--- config.mk ---
export PLATFORM = sky130hd
export DESIGN_NAME = axi4_master_device_flat
export DESIGN_NICKNAME = d
export VERILOG_FILES = /design/src/rtl/axi4_master_device_if.sv /design/src/rtl/axi4_master_device.sv /design/src/flat_wrapper.sv
export SDC_FILE = /design/constraint.sdc
export NUM_CORES = 1
export LEC_CHECK = 0
export CAP_MARGIN = 20
export CORE_AREA = 2 2 114 116
export DETAILED_ROUTE_END_ITERATION = 8
export DIE_AREA = 0 0 116 118
export PLACE_DENSITY = 0.76
export SYNTH_ARGS = -nofsm -noshare
export SYNTH_HDL_FRONTEND = slang
export SYNTH_SLANG_ARGS = --single-unit
--- constraint.sdc ---
create_clock -name CLK -period 5.3 [get_ports CLK]
set_clock_uncertainty 0.05 [all_clocks]
set_input_delay 1.06 -clock CLK [delete_from_list [all_inputs] [get_ports CLK]]
set_output_delay 1.06 -clock CLK [all_outputs]
set_load 0.05 [all_outputs]
--- src/rtl/axi4_master_device_if.sv ---
`default_nettype none
// ============================================================================
//  Module   : axi4_pkg / axi_interface
//  Purpose  : AXI4 field types shared by the traffic-generator master and the
//             network wrapper, plus the five-channel AXI4 bundle with
//             master and slave views.
//  Signals  : AW  awid, awaddr, awlen, awsize, awburst, awvalid, awready
//             W   wdata, wstrb, wlast, wvalid, wready
//             B   bid, bresp, bvalid, bready
//             AR  arid, araddr, arlen, arsize, arburst, arvalid, arready
//             R   rid, rdata, rresp, rlast, rvalid, rready
//  Revision : 1.0  initial release
// ============================================================================

package axi4_pkg;
    typedef logic [31:0] axi_addr_t;
    typedef logic [63:0] axi_data_t;
    typedef logic [3:0]  axi_id_t;
    typedef logic [7:0]  axi_len_t;
    typedef logic [2:0]  axi_size_t;
    typedef logic [1:0]  axi_burst_t;
    typedef logic [1:0]  axi_resp_t;
    typedef logic [7:0]  axi_strb_t;

    localparam axi_burst_t C_BURST_INCR = 2'b01;
endpackage

interface axi_interface;
    import axi4_pkg::*;

    // Write address channel
    axi_id_t    awid;
    axi_addr_t  awaddr;
    axi_len_t   awlen;
    axi_size_t  awsize;
    axi_burst_t awburst;
    logic       awvalid;
    logic       awready;

    // Write data channel
    axi_data_t  wdata;
    axi_strb_t  wstrb;
    logic       wlast;
    logic       wvalid;
    logic       wready;

    // Write response channel
    axi_id_t    bid;
    axi_resp_t  bresp;
    logic       bvalid;
    logic       bready;

    // Read address channel
    axi_id_t    arid;
    axi_addr_t  araddr;
    axi_len_t   arlen;
    axi_size_t  arsize;
    axi_burst_t arburst;
    logic       arvalid;
    logic       arready;

    // Read data channel
    axi_id_t    rid;
    axi_data_t  rdata;
    axi_resp_t  rresp;
    logic       rlast;
    logic       rvalid;
    logic       rready;

    modport master (
        output awid, awaddr, awlen, awsize, awburst, awvalid,
        input  awready,
        output wdata, wstrb, wlast, wvalid,
        input  wready,
        input  bid, bresp, bvalid,
        output bready,
        output arid, araddr, arlen, arsize, arburst, arvalid,
        input  arready,
        input  rid, rdata, rresp, rlast, rvalid,
        output rready
    );

    modport slave (
        input  awid, awaddr, awlen, awsize, awburst, awvalid,
        output awready,
        input  wdata, wstrb, wlast, wvalid,
        output wready,
        output bid, bresp, bvalid,
        input  bready,
        input  arid, araddr, arlen, arsize, arburst, arvalid,
        output arready,
        output rid, rdata, rresp, rlast, rvalid,
        input  rready
    );
endinterface

`default_nettype wire

--- src/rtl/axi4_master_device.sv ---
`default_nettype none
// ============================================================================
//  Module   : axi4_master_device
//  Purpose  : AXI4 burst traffic generator. A start pulse launches one INCR
//             burst of BURST_LEN 64-bit beats at a word index. Write beats
//             carry DATA_BASE+i; read beats are captured into rdata[], which
//             wraps modulo MEM_DEPTH. Write and read engines are independent.
//  Ports    : CLK          rising-edge clock
//             RST_N        synchronous reset, active HIGH (legacy name)
//             axi          AXI4 master view of axi_interface
//             start_read   one-cycle pulse, launches a read burst
//             start_write  one-cycle pulse, launches a write burst
//             addr         word index of the first beat, sampled with start
//  Revision : 1.0  initial release
// ============================================================================

module axi4_master_device #(
    parameter int                  ID        = 0,
    parameter int                  BURST_LEN = 8,
    parameter int                  MEM_DEPTH = 64,
    parameter axi4_pkg::axi_data_t DATA_BASE = 64'hDEADBEEFDEADBEEF
) (
    input  logic                CLK,
    input  logic                RST_N,
    axi_interface.master        axi,
    input  logic                start_read,
    input  logic                start_write,
    input  axi4_pkg::axi_addr_t addr
);
    import axi4_pkg::*;

    // Beat counter must be able to hold BURST_LEN itself: the read engine
    // keeps counting up to that value to flag surplus beats.
    localparam int CNT_W = $clog2(BURST_LEN + 1);
    localparam int IDX_W = (MEM_DEPTH > 1) ? $clog2(MEM_DEPTH) : 1;

    localparam logic [CNT_W-1:0] c_LAST_BEAT = CNT_W'(BURST_LEN - 1);
    localparam logic [CNT_W-1:0] c_BURST_LEN = CNT_W'(BURST_LEN);
    localparam logic [IDX_W-1:0] c_IDX_MAX   = IDX_W'(MEM_DEPTH - 1);
    localparam axi_size_t        c_SIZE_8B   = 3'd3;

    // Write engine states
    localparam logic [1:0] c_W_IDLE = 2'd0;
    localparam logic [1:0] c_W_ADDR = 2'd1;
    localparam logic [1:0] c_W_DATA = 2'd2;
    localparam logic [1:0] c_W_RESP = 2'd3;

    // Read engine states
    localparam logic [1:0] c_R_IDLE = 2'd0;
    localparam logic [1:0] c_R_ADDR = 2'd1;
    localparam logic [1:0] c_R_DATA = 2'd2;

    // ------------------------------------------------------------------
    // Captured read data, inspected hierarchically by benches.
    // ------------------------------------------------------------------
    axi_data_t rdata [MEM_DEPTH];

    // Write engine registers
    logic [1:0]       r_wstate;
    axi_addr_t        r_awaddr;
    logic             r_awvalid;
    logic             r_wvalid;
    logic             r_wlast;
    axi_data_t        r_wdata;
    logic [CNT_W-1:0] r_wbeat;
    logic             r_bready;

    // Read engine registers
    logic [1:0]       r_rstate;
    axi_addr_t        r_araddr;
    logic             r_arvalid;
    logic             r_rready;
    logic [CNT_W-1:0] r_rbeat;
    logic [IDX_W-1:0] r_ridx;

    logic [CNT_W-1:0] w_wbeat_nxt;
    logic [IDX_W-1:0] w_addr_idx;
    logic [IDX_W-1:0] w_ridx_nxt;

    assign w_wbeat_nxt = r_wbeat + CNT_W'(1);

    // Storage index of the first read beat; later beats step a wrapping
    // pointer instead of recomputing the modulo every beat.
    assign w_addr_idx  = IDX_W'(addr % 32'(MEM_DEPTH));
    assign w_ridx_nxt  = (r_ridx == c_IDX_MAX) ? '0 : r_ridx + IDX_W'(1);

    // ------------------------------------------------------------------
    // Channel outputs: all VALID/READY/LAST/DATA come straight from flops.
    // ------------------------------------------------------------------
    assign axi.awid    = axi_id_t'(ID);
    assign axi.awaddr  = r_awaddr;
    assign axi.awlen   = axi_len_t'(BURST_LEN - 1);
    assign axi.awsize  = c_SIZE_8B;
    assign axi.awburst = C_BURST_INCR;
    assign axi.awvalid = r_awvalid;

    assign axi.wdata   = r_wdata;
    assign axi.wstrb   = '1;
    assign axi.wlast   = r_wlast;
    assign axi.wvalid  = r_wvalid;

    assign axi.bready  = r_bready;

    assign axi.arid    = axi_id_t'(ID);
    assign axi.araddr  = r_araddr;
    assign axi.arlen   = axi_len_t'(BURST_LEN - 1);
    assign axi.arsize  = c_SIZE_8B;
    assign axi.arburst = C_BURST_INCR;
    assign axi.arvalid = r_arvalid;

    assign axi.rready  = r_rready;

    // ------------------------------------------------------------------
    // Write engine
    // ------------------------------------------------------------------
    always_ff @(posedge CLK) begin
        if (RST_N) begin
            r_wstate  <= c_W_IDLE;
            r_awaddr  <= '0;
            r_awvalid <= 1'b0;
            r_wvalid  <= 1'b0;
            r_wlast   <= 1'b0;
            r_wdata   <= '0;
            r_wbeat   <= '0;
            r_bready  <= 1'b0;
        end else begin
            case (r_wstate)
                c_W_IDLE: begin
                    if (start_write) begin
                        r_awaddr  <= addr;
                        r_awvalid <= 1'b1;
                        r_wstate  <= c_W_ADDR;
                    end
                end
                c_W_ADDR: begin
                    // WVALID only rises after the AW handshake.
                    if (axi.awready) begin
                        r_awvalid <= 1'b0;
                        r_wvalid  <= 1'b1;
                        r_wbeat   <= '0;
                        r_wdata   <= DATA_BASE;
                        r_wlast   <= (c_LAST_BEAT == '0);
                        r_wstate  <= c_W_DATA;
                    end
                end
                c_W_DATA: begin
                    if (axi.wready) begin
                        if (r_wlast) begin
                            r_wvalid <= 1'b0;
                            r_wlast  <= 1'b0;
                            r_bready <= 1'b1;
                            r_wstate <= c_W_RESP;
                        end else begin
                            // Beat data is prepared one beat ahead so the
                            // data path stays fully registered.
                            r_wbeat <= w_wbeat_nxt;
                            r_wdata <= DATA_BASE + axi_data_t'(w_wbeat_nxt);
                            r_wlast <= (w_wbeat_nxt == c_LAST_BEAT);
                        end
                    end
                end
                c_W_RESP: begin
                    // Response code is not inspected; no retry on error.
                    if (axi.bvalid) begin
                        r_bready <= 1'b0;
                        r_wstate <= c_W_IDLE;
                    end
                end
                default: r_wstate <= c_W_IDLE;
            endcase
        end
    end

    // ------------------------------------------------------------------
    // Read engine and capture array
    // ------------------------------------------------------------------
    always_ff @(posedge CLK) begin
        if (RST_N) begin
            r_rstate  <= c_R_IDLE;
            r_araddr  <= '0;
            r_arvalid <= 1'b0;
            r_rready  <= 1'b0;
            r_rbeat   <= '0;
            r_ridx    <= '0;
            for (int i = 0; i < MEM_DEPTH; i++) begin
                rdata[i] <= '0;
            end
        end else begin
            case (r_rstate)
                c_R_IDLE: begin
                    if (start_read) begin
                        r_araddr  <= addr;
                        r_ridx    <= w_addr_idx;
                        r_arvalid <= 1'b1;
                        r_rstate  <= c_R_ADDR;
                    end
                end
                c_R_ADDR: begin
                    if (axi.arready) begin
                        r_arvalid <= 1'b0;
                        r_rready  <= 1'b1;
                        r_rbeat   <= '0;
                        r_rstate  <= c_R_DATA;
                    end
                end
                c_R_DATA: begin
                    if (axi.rvalid) begin
                        // Surplus beats beyond BURST_LEN are drained but
                        // dropped; the counter saturates at BURST_LEN.
                        if (r_rbeat < c_BURST_LEN) begin
                            rdata[r_ridx] <= axi.rdata;
                            r_rbeat       <= r_rbeat + CNT_W'(1);
                            r_ridx        <= w_ridx_nxt;
                        end
                        // RLAST always ends the burst, early or not.
                        if (axi.rlast) begin
                            r_rready <= 1'b0;
                            r_rstate <= c_R_IDLE;
                        end
                    end
                end
                default: r_rstate <= c_R_IDLE;
            endcase
        end
    end

endmodule

`default_nettype wire

--- src/flat_wrapper.sv ---
// flat-port wrapper written by rule: the top's interface ports become plain ports
module axi4_master_device_flat import axi4_pkg::*;
#(
    parameter int                  ID        = 0,
    parameter int                  BURST_LEN = 8,
    parameter int                  MEM_DEPTH = 64,
    parameter axi4_pkg::axi_data_t DATA_BASE = 64'hDEADBEEFDEADBEEF
)
  (CLK, RST_N, start_read, start_write, addr, axi_awid, axi_awaddr, axi_awlen, axi_awsize, axi_awburst, axi_awvalid, axi_awready, axi_wdata, axi_wstrb, axi_wlast, axi_wvalid, axi_wready, axi_bid, axi_bresp, axi_bvalid, axi_bready, axi_arid, axi_araddr, axi_arlen, axi_arsize, axi_arburst, axi_arvalid, axi_arready, axi_rid, axi_rdata, axi_rresp, axi_rlast, axi_rvalid, axi_rready);
  axi_interface axi_i ();
  input  logic CLK;
  input  logic RST_N;
  input  logic start_read;
  input  logic start_write;
  input  axi4_pkg::axi_addr_t addr;
  output wire logic [$bits(axi_i.awid)-1:0] axi_awid;
  output wire logic [$bits(axi_i.awaddr)-1:0] axi_awaddr;
  output wire logic [$bits(axi_i.awlen)-1:0] axi_awlen;
  output wire logic [$bits(axi_i.awsize)-1:0] axi_awsize;
  output wire logic [$bits(axi_i.awburst)-1:0] axi_awburst;
  output wire logic [$bits(axi_i.awvalid)-1:0] axi_awvalid;
  input wire logic [$bits(axi_i.awready)-1:0] axi_awready;
  output wire logic [$bits(axi_i.wdata)-1:0] axi_wdata;
  output wire logic [$bits(axi_i.wstrb)-1:0] axi_wstrb;
  output wire logic [$bits(axi_i.wlast)-1:0] axi_wlast;
  output wire logic [$bits(axi_i.wvalid)-1:0] axi_wvalid;
  input wire logic [$bits(axi_i.wready)-1:0] axi_wready;
  input wire logic [$bits(axi_i.bid)-1:0] axi_bid;
  input wire logic [$bits(axi_i.bresp)-1:0] axi_bresp;
  input wire logic [$bits(axi_i.bvalid)-1:0] axi_bvalid;
  output wire logic [$bits(axi_i.bready)-1:0] axi_bready;
  output wire logic [$bits(axi_i.arid)-1:0] axi_arid;
  output wire logic [$bits(axi_i.araddr)-1:0] axi_araddr;
  output wire logic [$bits(axi_i.arlen)-1:0] axi_arlen;
  output wire logic [$bits(axi_i.arsize)-1:0] axi_arsize;
  output wire logic [$bits(axi_i.arburst)-1:0] axi_arburst;
  output wire logic [$bits(axi_i.arvalid)-1:0] axi_arvalid;
  input wire logic [$bits(axi_i.arready)-1:0] axi_arready;
  input wire logic [$bits(axi_i.rid)-1:0] axi_rid;
  input wire logic [$bits(axi_i.rdata)-1:0] axi_rdata;
  input wire logic [$bits(axi_i.rresp)-1:0] axi_rresp;
  input wire logic [$bits(axi_i.rlast)-1:0] axi_rlast;
  input wire logic [$bits(axi_i.rvalid)-1:0] axi_rvalid;
  output wire logic [$bits(axi_i.rready)-1:0] axi_rready;
  assign axi_awid = axi_i.awid;
  assign axi_awaddr = axi_i.awaddr;
  assign axi_awlen = axi_i.awlen;
  assign axi_awsize = axi_i.awsize;
  assign axi_awburst = axi_i.awburst;
  assign axi_awvalid = axi_i.awvalid;
  assign axi_i.awready = axi_awready;
  assign axi_wdata = axi_i.wdata;
  assign axi_wstrb = axi_i.wstrb;
  assign axi_wlast = axi_i.wlast;
  assign axi_wvalid = axi_i.wvalid;
  assign axi_i.wready = axi_wready;
  assign axi_i.bid = axi_bid;
  assign axi_i.bresp = axi_bresp;
  assign axi_i.bvalid = axi_bvalid;
  assign axi_bready = axi_i.bready;
  assign axi_arid = axi_i.arid;
  assign axi_araddr = axi_i.araddr;
  assign axi_arlen = axi_i.arlen;
  assign axi_arsize = axi_i.arsize;
  assign axi_arburst = axi_i.arburst;
  assign axi_arvalid = axi_i.arvalid;
  assign axi_i.arready = axi_arready;
  assign axi_i.rid = axi_rid;
  assign axi_i.rdata = axi_rdata;
  assign axi_i.rresp = axi_rresp;
  assign axi_i.rlast = axi_rlast;
  assign axi_i.rvalid = axi_rvalid;
  assign axi_rready = axi_i.rready;
  axi4_master_device #(.ID(ID), .BURST_LEN(BURST_LEN), .MEM_DEPTH(MEM_DEPTH), .DATA_BASE(DATA_BASE)) u_core (.CLK(CLK), .RST_N(RST_N), .axi(axi_i), .start_read(start_read), .start_write(start_write), .addr(addr));
endmodule
Word-level counts from Yosys, hierarchy flattened
Index checks and enable logic that the tools add are counted.
Word-level totals
  flip-flop bits (word level): 142
  bits of input ports: 118
  output and inout port bits: 176
  logic and storage cells: 88
Operators by class
  $add $sub $neg: 2
  eq/ne operators: 16
  mux-type cells: 40
  reductions and logical operators: 18
Operator list (count)
  $mux W64: 3
  $pmux W64 S2: 1
  $add A63 B5 Y64 const A: 1
  $reduce_and A4 Y1: 5
  $mux W2: 9
  $ne A2 B2 Y1 const B: 9
  $mux W1: 15
  $mux W4: 3
  $pmux W1 S2: 6
  $reduce_bool A2 Y1: 5
  $reduce_and A3 Y1: 3
  $pmux W2 S4: 1
  $pmux W4 S2: 1
  $eq A2 B2 Y1 const B: 3
  $pmux W2 S3: 1
  $reduce_and A5 Y1: 1
  $add A4 B1 Y4 const B: 1
  $eq A2 B1 Y1 const B: 2
  $eq A4 B3 Y1 const B: 1
  $logic_not A2 Y1: 2
  $reduce_and A2 Y1: 2
  $ne A2 B1 Y1 const B: 1

Longest topological paths before layout
  depth after elaboration: 5
  gate-level depth with buffers: 8
  mapped depth without buffers: 7

Worst setup path before layout
No wires, ideal clock.
  path type: reg-to-output
  start: register u_core.axi.wdata[62] (netlist name)
  end: output axi_wdata[10]
  data arrival time: 1.679 ns
  data required time: 4.190 ns
  slack: 2.511 ns
  cell stages (with the launch flop): 2
  buffers on the path: 1
  cell sequence: dfxtp_1 > buf_4
RTL lines
  end: declaration: RTL line flat_wrapper.sv:23  | output wire logic [$bits(axi_i.wdata)-1:0] axi_wdata;

==> metrics.csv <==
stage,metric,value,unit
pwr,power per standard cell area,586,nW/um2
run_status,outcome,"finished, final reports clean",
clock_network,# clock sinks,84,
route,Via density,4.27,
run,max-cap violations,0,
global_route,total track usage,14.4,%
pwr,Peak VDD IR,0.512,mV
clock_network,Resize count post-CTS,0,
yosys,Post-Synthesis Cell Area,4010,um2
cells_and_area,Reg area,1680,um2
worst_setup_path,Setup crit end kind,primary output,
yosys,cell taking the most area after synthesis,dfxtp_1,
timing,Rel. slew slack,39.9,%
pwr,clock power share,19.1,%
yosys,number of flops mapped to enable cells by yosys,0,
pwr,P_int,1.63,mW
worst_setup_path,Critical Path RT,4.19,ns
clock_network,Skew-Pair Late Insertion Delay,0.33,ns
floorplan,io pins,294,
worst_setup_path,"Max FO, Critical Path",44,
clock_network,CTS root buf,clkbuf_16,
placed_design,routability cong.,0.786,
global_route,maximum number of pins on one net before global-route repair,65,
timing,fin crit share,56.7,%
cells_and_area,# nets final,743,
floorplan,Die Y,118,um
clock_network,post-CTS setup buffers,0,
timing,Setup TNS Final,0,ns
pwr,share of power burned in combinational logic,56.4,%
floorplan,die area,13700,um2
worst_setup_path,crit-path leading delay family,buffers and inverters,
clock_network,hold buffer count at cts,0,
cells_and_area,synthesis-to-finish area growth,37.3,%
clock_network,Num CTS Buffers,9,
timing,minimum clock period,3.00,ns
yosys,ys flop type,dfxtp_1,
yosys,most common cell in the netlist,nand2_1,
route,final wirelength,10100,um
pwr,overall power,3.23,mW
worst_setup_path,WP data arrival,1.89,ns
pwr,Net Sw Power,1.60,mW
yosys,Cells after Synth,514,
yosys,yosys warns,0,
clock_network,H-Tree Depth,3,
worst_setup_path,Critical path buffers and inverters,2,
placed_design,post-DP HPWL,6960,um
timing,Final Hold Vio Count,0,
floorplan,Initial Util,32.3,%
yosys,Synth cell types,39,
global_route,grt ovf,0,
yosys,area fraction of the dominant cell type after synthesis,41.9,%
floorplan,Std-Cell Rows,41,
yosys,syn_area_per_cell,7.81,um2
worst_setup_path,slowest CP cell,clkdlybuf4s50_1,
placed_design,Place WS,2.03,ns
route,Pre-Repair DR Iteration Count,5,
cells_and_area,footprint of the multi-input gates,1650,um2
route,DR vias,3380,
worst_setup_path,CP startpoint kind,flip-flop,
yosys,"Seq/Total Area, Yosys",41.9,%
cells_and_area,share of post-route cells with drive strength above 1,3.87,%
pwr,sw frac,49.4,%
timing,final setup margin,2.30,ns
timing,Final setup viols,0,
route,drt wl/cell,12.7,um
yosys,register bit total from synthesis,84,
timing,unrepaired setup endpoints after global routing,false,
placed_design,Inst Count DP,778,
floorplan,Die X,116,um
yosys,async set or reset register ratio after synthesis,0,%
route,Post-DRT Antenna Nets,0,
route,DRT iter0 DRCs,213,
global_route,first-pass GRT wire length,15300,um
clock_network,CTS tree,yes,
floorplan,Core Box Area,12400,um2
worst_setup_path,critical path launch point,u_core.axi.wdata[62]$_SDFFE_PP0P_,
timing,Final Max Slew Viols,0,
clock_network,deepest clock path buffer count,2,
worst_setup_path,CP max stage delay,0.88,ns
worst_setup_path,crit-path cells,"buf_4, clkdlybuf4s50_1",
cells_and_area,Fillers,1260,
pwr,Leak,2.14,nW
timing,Max Freq,0.333,GHz
placed_design,Port Buffers,160,
yosys,commonest cells in the netlist,"139 x nand2_1, 100 x buf_4, 84 x dfxtp_1",
pwr,Flop pwr share,24.4,%
worst_setup_path,r2r startpoint,u_core.r_wstate[0]$_SDFFE_PP0P_,
timing,Worst Max-Slew Pin Slew,0.897,ns
hold_path,worst hold-check path type,reg -> reg,
cells_and_area,# diodes,0,
hold_path,HP Start,u_core.axi.araddr[19]$_SDFFE_PP0P_,
worst_setup_path,crit path kind,reg -> out,
yosys,Area contributors post-synth,"dfxtp_1 42%, buf_4 19%, nand2_1 13%",
route,drt drc,0,
cells_and_area,fin cells,792,
cells_and_area,fin util,44.4,%
clock_network,Worst-path clk slew,0.06,ns
global_route,vias in the first global route,2895,
global_route,initial antenna violation count,0,
state kept, by name, summed over array words and instances (netlist names):
signal	cells
u_core.r_wbeat	4
u_core.axi.arvalid	1
u_core.axi.rready	1
u_core.axi.wvalid	1
u_core.axi.bready	1
u_core.axi.araddr	32
u_core.r_rstate	2
u_core.axi.awaddr	32
u_core.axi.wlast	1
u_core.axi.wdata	6
u_core.axi.awvalid	1
u_core.r_wstate	2
through the flow:
stage | instance area (um2) | hold slack (ns)
floorplan | 4220 | 0.435
global placement | 5220 | 0.391
detailed placement | 5220 | 0.396
CTS | 5510 | 0.404
global route | 5510 | 0.415
finish | 5510 | 0.403
cell type report:
type                    count  share of cell area (%)
inverters                   7                   0.477
multi-input cells         349                    30.0
clock inverters             4                   0.931
well taps                 172                    3.91
flip-flops and latches     84                    30.5
clock buffers              10                    4.34
repair buffers            166                    29.8
worst paths after layout:
path              slack (ns)  cells past startpoint                                  to
hold reg to reg         0.40                      2  u_core.axi.araddr[19]$_SDFFE_PP0P_
setup / recovery        2.30                      2                       axi_wdata[63]
hold / removal          0.40                      2  u_core.axi.araddr[19]$_SDFFE_PP0P_
setup reg to reg        3.03                      7       u_core.axi.wlast$_SDFFE_PP0P_
power by group through the flow:
stage,logic (mW),registers [mW],clock network (mW)
finish,1.82,0.788,0.618
global route,1.91,0.803,0.665
CTS,1.84,0.790,0.641
detailed placement,1.84,0.803,0
global placement,1.83,0.798,0
floorplan,1.16,1.13,0
worst min-delay path, cell delays in order (launching register included):
cell and delay [ns]:
dfxtp_1 0.30, nand2_1 0.05, a21oi_1 0.05
per-layer routing:
layer	track usage [%]	vias to the layer above	wire length (um)
met5	0	-	0
met4	6.99	0	244
met3	3.04	17	659
met2	22.7	138	4710
met1	18.4	1531	4440
li1	-	1694	-
cells by family (layout without fill, tap and decap cells):
| group | after synthesis | count (layout) | synth area share, % |
|---|---|---|---|
| AO/OA/AOI/OAI | 98 | 98 | 13.5 |
| XOR/XNOR | 6 | 6 | 1.31 |
| adder cells (fa/ha/maj) | 8 | 8 | 2.49 |
| buffers and inverters | 136 | 187 | 22.1 |
| flip-flops | 84 | 84 | 41.9 |
| multiplexers | 3 | 3 | 0.748 |
| other | 2 | 57 | 0.187 |
| AND/OR/NAND/NOR | 177 | 177 | 17.8 |
cell usage in the layout (no fill, tap or decap), types with 2 or more instances in the layout:
| cell | instances |
|---|---|
| nand3_1 | 2 |
| buf_4 | 6 |
| dfxtp_1 | 84 |
| nand2b_1 | 2 |
| conb_1 | 57 |
| xor2_1 | 3 |
| nor3_1 | 5 |
| a211oi_1 | 2 |
| clkbuf_16 | 9 |
| nand2_1 | 139 |
| o21ai_0 | 5 |
| xnor2_1 | 3 |
| o22ai_1 | 2 |
| nor2_1 | 18 |
| a21oi_1 | 77 |
| mux2i_1 | 3 |
| nor2b_1 | 2 |
| ha_1 | 8 |
| inv_1 | 7 |
| a22oi_1 | 2 |
| clkdlybuf4s50_1 | 159 |
| and2_1 | 2 |
(Power assumes the default switching activity.)
